[src/rtl/forward_transform_4x4.sv]
// Serialised 4x4 H.264 forward integer core transform (Y = Cf*X*Cf^T).
// One shared 1-D butterfly runs four row passes then four column passes per block.
module forward_transform_4x4 #(
  parameter int DATA_W = 9,
  parameter int OUT_W  = 16
) (
  input  logic                  clk,
  input  logic                  rst_n,
  input  logic                  in_valid,
  output logic                  in_ready,
  input  logic [16*DATA_W-1:0]  in_block,
  input  logic [3:0]            in_blk_idx,
  output logic                  out_valid,
  input  logic                  out_ready,
  output logic [16*OUT_W-1:0]   out_coeff,
  output logic [3:0]            out_blk_idx,
  output logic                  busy
);
  localparam int MID_W = DATA_W + 3;

  typedef enum logic [1:0] {IDLE, ROW, COL, OUT} state_t;

  state_t                    state_q, state_d;
  logic [1:0]                cnt_q, cnt_d;
  logic                      out_valid_q, out_valid_d;
  logic [3:0]                idx_q;
  logic signed [DATA_W-1:0]  x_q [16];
  logic signed [MID_W-1:0]   t_q [16];
  logic signed [OUT_W-1:0]   y_q [16];

  logic signed [OUT_W-1:0]   bx [4];
  logic signed [OUT_W-1:0]   by [4];
  logic signed [OUT_W-1:0]   s0, s1, d0, d1;

  // Butterfly operand select: a row of the input block, or a column of the intermediate.
  always_comb begin
    for (int i = 0; i < 4; i++) begin
      bx[i] = '0;
      if (state_q == COL) bx[i] = OUT_W'(t_q[{2'(i), cnt_q}]);
      else                bx[i] = OUT_W'(x_q[{cnt_q, 2'(i)}]);
    end
    s0 = bx[0] + bx[3];
    s1 = bx[1] + bx[2];
    d0 = bx[0] - bx[3];
    d1 = bx[1] - bx[2];
    by[0] = s0 + s1;
    by[1] = d0 + d0 + d1;
    by[2] = s0 - s1;
    by[3] = d0 - d1 - d1;
  end

  always_comb begin
    state_d     = state_q;
    cnt_d       = cnt_q;
    out_valid_d = out_valid_q;
    case (state_q)
      IDLE: if (in_valid) begin
        state_d = ROW;
        cnt_d   = 2'd0;
      end
      ROW: begin
        cnt_d = cnt_q + 2'd1;
        if (cnt_q == 2'd3) state_d = COL;
      end
      COL: begin
        cnt_d = cnt_q + 2'd1;
        if (cnt_q == 2'd3) state_d = OUT;
      end
      OUT: begin
        // One settle cycle after the last column gives the fixed 9-cycle latency.
        if (!out_valid_q) out_valid_d = 1'b1;
        else if (out_ready) begin
          out_valid_d = 1'b0;
          state_d     = IDLE;
        end
      end
      default: state_d = IDLE;
    endcase
  end

  always_ff @(posedge clk or negedge rst_n) begin
    if (!rst_n) begin
      state_q     <= IDLE;
      cnt_q       <= 2'd0;
      out_valid_q <= 1'b0;
      idx_q       <= 4'd0;
      for (int k = 0; k < 16; k++) begin
        x_q[k] <= '0;
        t_q[k] <= '0;
        y_q[k] <= '0;
      end
    end else begin
      state_q     <= state_d;
      cnt_q       <= cnt_d;
      out_valid_q <= out_valid_d;
      if (state_q == IDLE && in_valid) begin
        idx_q <= in_blk_idx;
        for (int k = 0; k < 16; k++) x_q[k] <= in_block[k*DATA_W +: DATA_W];
      end
      if (state_q == ROW) begin
        for (int i = 0; i < 4; i++) t_q[{cnt_q, 2'(i)}] <= MID_W'(by[i]);
      end
      if (state_q == COL) begin
        for (int i = 0; i < 4; i++) y_q[{2'(i), cnt_q}] <= by[i];
      end
    end
  end

  for (genvar gi = 0; gi < 16; gi++) begin : g_out
    assign out_coeff[gi*OUT_W +: OUT_W] = y_q[gi];
  end

  assign in_ready    = (state_q == IDLE) && rst_n;
  assign out_valid   = out_valid_q;
  assign out_blk_idx = idx_q;
  assign busy        = (state_q != IDLE);

endmodule

[config.mk]
export PLATFORM = sky130hd
export DESIGN_NAME = forward_transform_4x4
export DESIGN_NICKNAME = d
export VERILOG_FILES = /design/src/rtl/forward_transform_4x4.sv
export SDC_FILE = /design/constraint.sdc
export NUM_CORES = 1
export LEC_CHECK = 0
export BUFFER_PORTS_ARGS = -buffer_cell sky130_fd_sc_hd__buf_2
export CAP_MARGIN = 30
export CORE_MARGIN = 2
export CORE_UTILIZATION = 60
export CTS_CLUSTER_DIAMETER = 60
export DETAILED_ROUTE_END_ITERATION = 12
export PLACE_DENSITY_LB_ADDON = 0.05
export RECOVER_POWER = 50
export SLEW_MARGIN = 20
export SYNTH_ARGS = -nofsm -noshare
export SYNTH_HDL_FRONTEND = slang
export SYNTH_SLANG_ARGS = --single-unit
[constraint.sdc]
create_clock -name clk -period 9 [get_ports clk]
set_clock_uncertainty 0.1 [all_clocks]
set_input_delay 0.9 -clock clk [delete_from_list [all_inputs] [get_ports clk]]
set_output_delay 0.9 -clock clk [all_outputs]
set_load 0.01 [all_outputs]
Word level (Yosys, flattened, before mapping)

Cells that the tools add are included.

Bits of input ports: 152
Word-level logic and storage cells: 174
Register bits after elaboration: 601
Output and inout port bits: 263

Order comparisons: 16
Add/subtract/negate cells: 11
Mux-type cells: 62
Equal/unequal tests: 9
Bitwise operators: 8
Reductions and logical operators: 16

Operator list:

| cell                                                                          | number |
|---|---|
| 256-bit bitwise mux                                                           | 4 |
| 192-bit bitwise mux                                                           | 4 |
| 16-bit demux with 4-bit select                                                | 4 |
| 12-bit binary-select mux with 4-bit select                                    | 4 |
| 12-bit demux with 4-bit select                                                | 4 |
| 9-bit binary-select mux with 4-bit select                                     | 4 |
| 12-bit two-way mux                                                            | 12 |
| 16-bit two-way mux                                                            | 8 |
| 16-bit adder                                                                  | 5 |
| 16-bit subtractor                                                             | 5 |
| 9-bit two-way mux                                                             | 8 |
| 5-bit greater-or-equal comparator (second input constant)                     | 8 |
| 5-bit by 1-bit less-than comparator with 1-bit output (second input constant) | 8 |
| 4-bit NOT with 5-bit output                                                   | 6 |
| 2-bit two-way mux                                                             | 6 |
| 1-bit logical AND                                                             | 10 |
| 2-bit != test (second input constant)                                         | 5 |
| 2-bit one-hot mux with 4 select lines                                         | 1 |
| 2-bit == test (second input constant)                                         | 3 |
| 2-bit NOT with 5-bit output                                                   | 1 |
| 3-bit NOT with 5-bit output                                                   | 1 |
| 5-bit AND reduction                                                           | 1 |
| 2-bit one-hot mux with 2 select lines                                         | 1 |
| 2-bit nonzero test                                                            | 2 |
| other kinds (6)                                                               | 7 |

Longest topological paths before layout

Word-level depth: 11
Mapped depth: 28
Depth with buffers taken out: 27

Worst setup path before layout

OpenSTA, ideal clock, no wires.

Path type: flip-flop to flip-flop
Start: register cnt_q[0]
End: register y_q, in the netlist out_coeff[143]
Buffers on the path: 5
Clock period less this slack: 5.918 ns
Cell stages (with the launch flop): 24
Data arrival time: 5.693 ns
Data required time: 8.775 ns
Setup slack: 3.082 ns
Setup time: 0.125 ns
Cells stage by stage: dfrtp_1 clkbuf_1 buf_2 buf_1 mux4_2 mux2_2 ha_1 buf_6 nand2b_1 a21oi_1 o21ai_0 a21oi_1 o21bai_1 a21oi_1 o21ai_0 nand2b_1 a31oi_1 ha_1 clkbuf_1 nor4_1 a21oi_1 o21bai_1 xnor2_1 mux2_2

Cells in the longest elaborated chain, start to end: 11
Elaborated cells between the ends (all ways): 70
Those cells by class: 10 x add/sub; 8 x order compare; 40 x mux; 8 x bitwise; 4 x reduce/logical

Ends and longest elaborated chain:

| element                                                                                                 | RTL line | source |
|---|---|---|
| start, declared                                                                                         | 24       | `logic [1:0] cnt_q, cnt_d;` |
| start signal, assigned                                                                                  | 94       | `cnt_q <= cnt_d;` |
| 4-bit NOT with 5-bit output (implied by the code), or another cell as far along                         | 40       | `else bx[i] = OUT_W'(x_q[{cnt_q, 2'(i)}]);` |
| 9-bit binary-select mux with 4-bit select or 12-bit binary-select mux with 4-bit select (tied branches) | 40, 39   |  |
| 9-bit two-way mux (implied by the code) or 12-bit two-way mux (tied branches) (2 in series)             | 40, 39   |  |
| 16-bit two-way mux                                                                                      | 39       | `if (state_q == COL) bx[i] = OUT_W'(t_q[{2'(i), cnt_q}]);` |
| 16-bit subtractor, or another cell as far along                                                         | 44       | `d0 = bx[0] - bx[3];` |
| 16-bit adder, on equally long branches                                                                  | 47, 46   |  |
| 16-bit adder or 256-bit bitwise mux (tied branches)                                                     | 47, 104  |  |
| 256-bit bitwise mux (2 in series)                                                                       | 104      | `for (int i = 0; i < 4; i++) y_q[{2'(i), cnt_q}] <= by[i];` |
| 256-bit bitwise mux *                                                                                   | 104      |  |
| end signal, assigned by index                                                                           | 90       | `y_q[k] <= '0;` |
| end, declared                                                                                           | 29       | `logic signed [OUT_W-1:0] y_q [16];` |

Mark *: on every way between the ends. The rest lies on a longest branch, timed or not. The select of a mux whose other input is x is not followed.
A chain may end at the register's enable or synchronous reset.

==> run summary <==
The flow ran to the end, but the final reports show violations. The checks that failed: capacitance limit, slew limit. The HPWL reported at the end of detailed placement came out at 59.1 mm.

The mean area per synthesized cell is 10.8 sq um. Ranked by total cell area, the synthesized netlist is headed by dfrtp_1 (51%), mux2_2 (8.0%), o21ai_0 (6.7%). The I/O pin count is 415. In this run, synthesis inferred 0 flip-flops with an integrated enable. The number of antenna violations at the first check in global routing came out at 6. The final layout contains 3310 nets. The worst setup path is of the in2async kind. The utilization after layout came out at 70.3%.

The total of max-cap violations came out at 5. The clock latency reported for the late side of the worst-skew pair came out at 0.64 ns. The biggest cell delay along the critical path is 3.51 ns. The area growth from synthesis to layout is 15.7%. For this block, the initial DRC count from the detailed router was 1697.

After clock tree synthesis, the clock-pin slew on the worst setup and hold paths is 0.07 ns. The async set-or-reset flop fraction in the synthesized netlist came out at 100%. The wire length of the first global-routing pass is 126 mm. The proportion of layout cells with a drive suffix above 1 is 20.4%. The number of rows created at floorplan is 80. The post-synthesis sequential area ratio came out at 51.2%. The routed via count came out at 21807.

For this design, the slowest cell found on the critical path is clkbuf_1. The upper clock frequency limit is 145 MHz. STA puts the critical path data arrival time at 7.03 ns. In the final timing run, aggregate negative setup slack is 0 ns.

Traced cell by cell, the critical path runs through clkbuf_1 > clkbuf_4. Dividing the detail-routed via count by the number of cells gives 5.89. The number of max-slew violations in the final report is 332.

The design area came out at 33600 sq um. The routed wire length is 82.3 mm. The sequential standard cell area came out at 14800 sq um.

The worst setup path is captured at an async pin. The worst setup path is launched from an input pin. The number of nets still failing antenna checks after routing came out at 0. CTS placed an instance of clkbuf_16 at the clock tree root. In this run the worst path has a maximum fanout of 175.

The initial standard-cell utilization of the core is 60.7%. The global-route total usage across every layer is 33.0%. The length of routed wiring on met1 came out at 35.0 mm. The placed instances occupy a cell area of 31700 sq um. The area of the core came out at 47700 sq um. The post-layout minimum cycle time came out at 6.87 ns. The number of global-route vias before repair came out at 21644. After clock tree synthesis, the setup repair step added 0 buffers. The CTS sink count came out at 593. The required time of the critical path is 9.16 ns.

The final hold violation count is 0. In this run the deepest clock path goes through 3 buffers. Counting both buffers and inverters, the worst setup path holds a total of 2. The top-area cell type share of the netlist area came out at 51.2%. After detailed routing, the average wire length per cell comes to 22.2 um. OpenSTA, run right after detailed placement, puts the worst setup slack at 2.37 ns. Among cell families on the critical path, the largest total delay comes from buffers and inverters. The number of buffers inserted during clock tree synthesis is 57. The number of DRC violations after detailed routing is 0.

The amount of wire on met3 after detailed routing is 4.92 mm. The detailed-routed wire length on met2 is 39.7 mm. Summed over all instances, the cell type with the most area after synthesis is dfrtp_1.

TritonCTS built the clock tree. The fill cell total of the finished layout is 3672. The multi-input combinational cells in the finished layout cover a total of 13200 sq um. The post-synth design cell area is 29000 sq um. The transition time at the pin with the least slew margin came out at 5.13 ns.

The total overflow reported by the global router is 0. The pin count of the biggest net entering global routing is 176. The synthesis warning total is 0.

The worst path meets setup with 2.13 ns of slack. The number of gates given a new drive strength after cts is 0. The H-tree generated during clock tree synthesis spans 2 levels. The number of instances in the synthesized netlist is 2677. In the synthesized netlist the dominant register cell turns out to be dfrtp_1. The cts-stage hold buffer count is 0.

The number of setup violations in the final report is 0. The commonest cells after synthesis are dfrtp_1 (593), nand2_1 (502), o21ai_0 (390), mux2_2 (206), clkbuf_1 (123). The max-slew headroom at the worst pin came out at -242%. The share of the clock period used by the worst path after layout is 76.4%. The number of input and output port buffers inserted is 414. The path class of the tightest hold or removal check is reg2reg. The detailed-routing iteration count for the pre-antenna-repair pass came out at 6. The die covers 50100 sq um. In this run, synthesis produced a sequential element count of 593.

The number of distinct library cells after synthesis came out at 76. The most frequently used cell type in the post-synthesis netlist is dfrtp_1. The top layer reached by signal wires is met5. The net count of the mapped netlist is 2949. Setup repair after global routing left no endpoint under its margin. The die outline height is 224 um.

Measured along the x axis, the die boundary spans 224 um. The congestion estimate from routability-driven global placement came to 0.902.
==> path summary, 6_finish.rpt <==
path / start / to / slack [ns] / cells after the start
min in group asynchronous: rst_n / out_coeff[45] / 2.01 / 1
hold / removal: t_q[151] / t_q[151] / 0.37 / 2
max in group clk: cnt_q[0] / t_q[179] / 2.28 / 17
hold reg to reg: t_q[151] / t_q[151] / 0.37 / 2
setup reg to reg: cnt_q[0] / t_q[179] / 2.28 / 17
setup / recovery: rst_n / t_q[165] / 2.13 / 2
==> flip-flops by register name (all words and copies together) (netlist names) <==
name and count:
cnt_q 2, out_blk_idx 4, out_coeff 252, out_valid 1, state_q 2, t_q 188, x_q 144
==> cells in the final DEF, fill, tap and decap left out, drive strengths merged, types with 28 or more instances in the layout <==
master	instances
mux2	210
o21ai	393
dfrtp	593
nor3	28
nand2	502
xnor2	54
a21oi	72
xor2	31
inv	98
ha	113
buf	199
mux4	80
clkbuf	346
nor2	64
==> through the flow <==
| stage | hold WS, ns | instances |
|---|---|---|
| floorplan | 0.345 | 2677 |
| global placement | 0.353 | 3576 |
| detailed placement | 0.360 | 3588 |
| CTS | 0.190 | 3695 |
| global route | 0.368 | 3701 |
| finish | 0.374 | 3702 |
==> cell type report <==
| type | count | area share, % |
|---|---|---|
| clock buffers | 78 | 4.88 |
| clock inverters | 29 | 1.46 |
| inverters | 97 | 1.08 |
| multi-input cells | 1822 | 39.3 |
| well taps | 615 | 2.29 |
| diodes | 1 | 0.00745 |
| flip-flops and latches | 593 | 44.2 |
| repair buffers | 467 | 6.74 |
==> routing by layer <==
| layer | vias up | global-route usage, % |
|---|---|---|
| met3 | 148 | 5.10 |
| met2 | 757 | 54.6 |
| li1 | 10013 | - |
| met4 | 2 | 11.1 |
| met5 | - | 0 |
| met1 | 10887 | 45.1 |
==> kinds of logic (layout without fill, tap and decap cells) <==
family                     count (synthesis)  after routing  synth area share (%)
and+or+nand+nor                          718            718                  10.5
DFF                                      593            593                  51.2
AOI/OAI and AO/OA                        589            589                  11.6
muxes                                    307            307                  15.0
buffers and inverters                    262            671                  3.59
adders and majority gates                122            122                  5.43
xor gates and xnor gates                  86             86                  2.70
other                                      0              1                     0
Power is not shown: default switching activity piles up to over one toggle a cycle in this logic, so the estimate is an artifact.
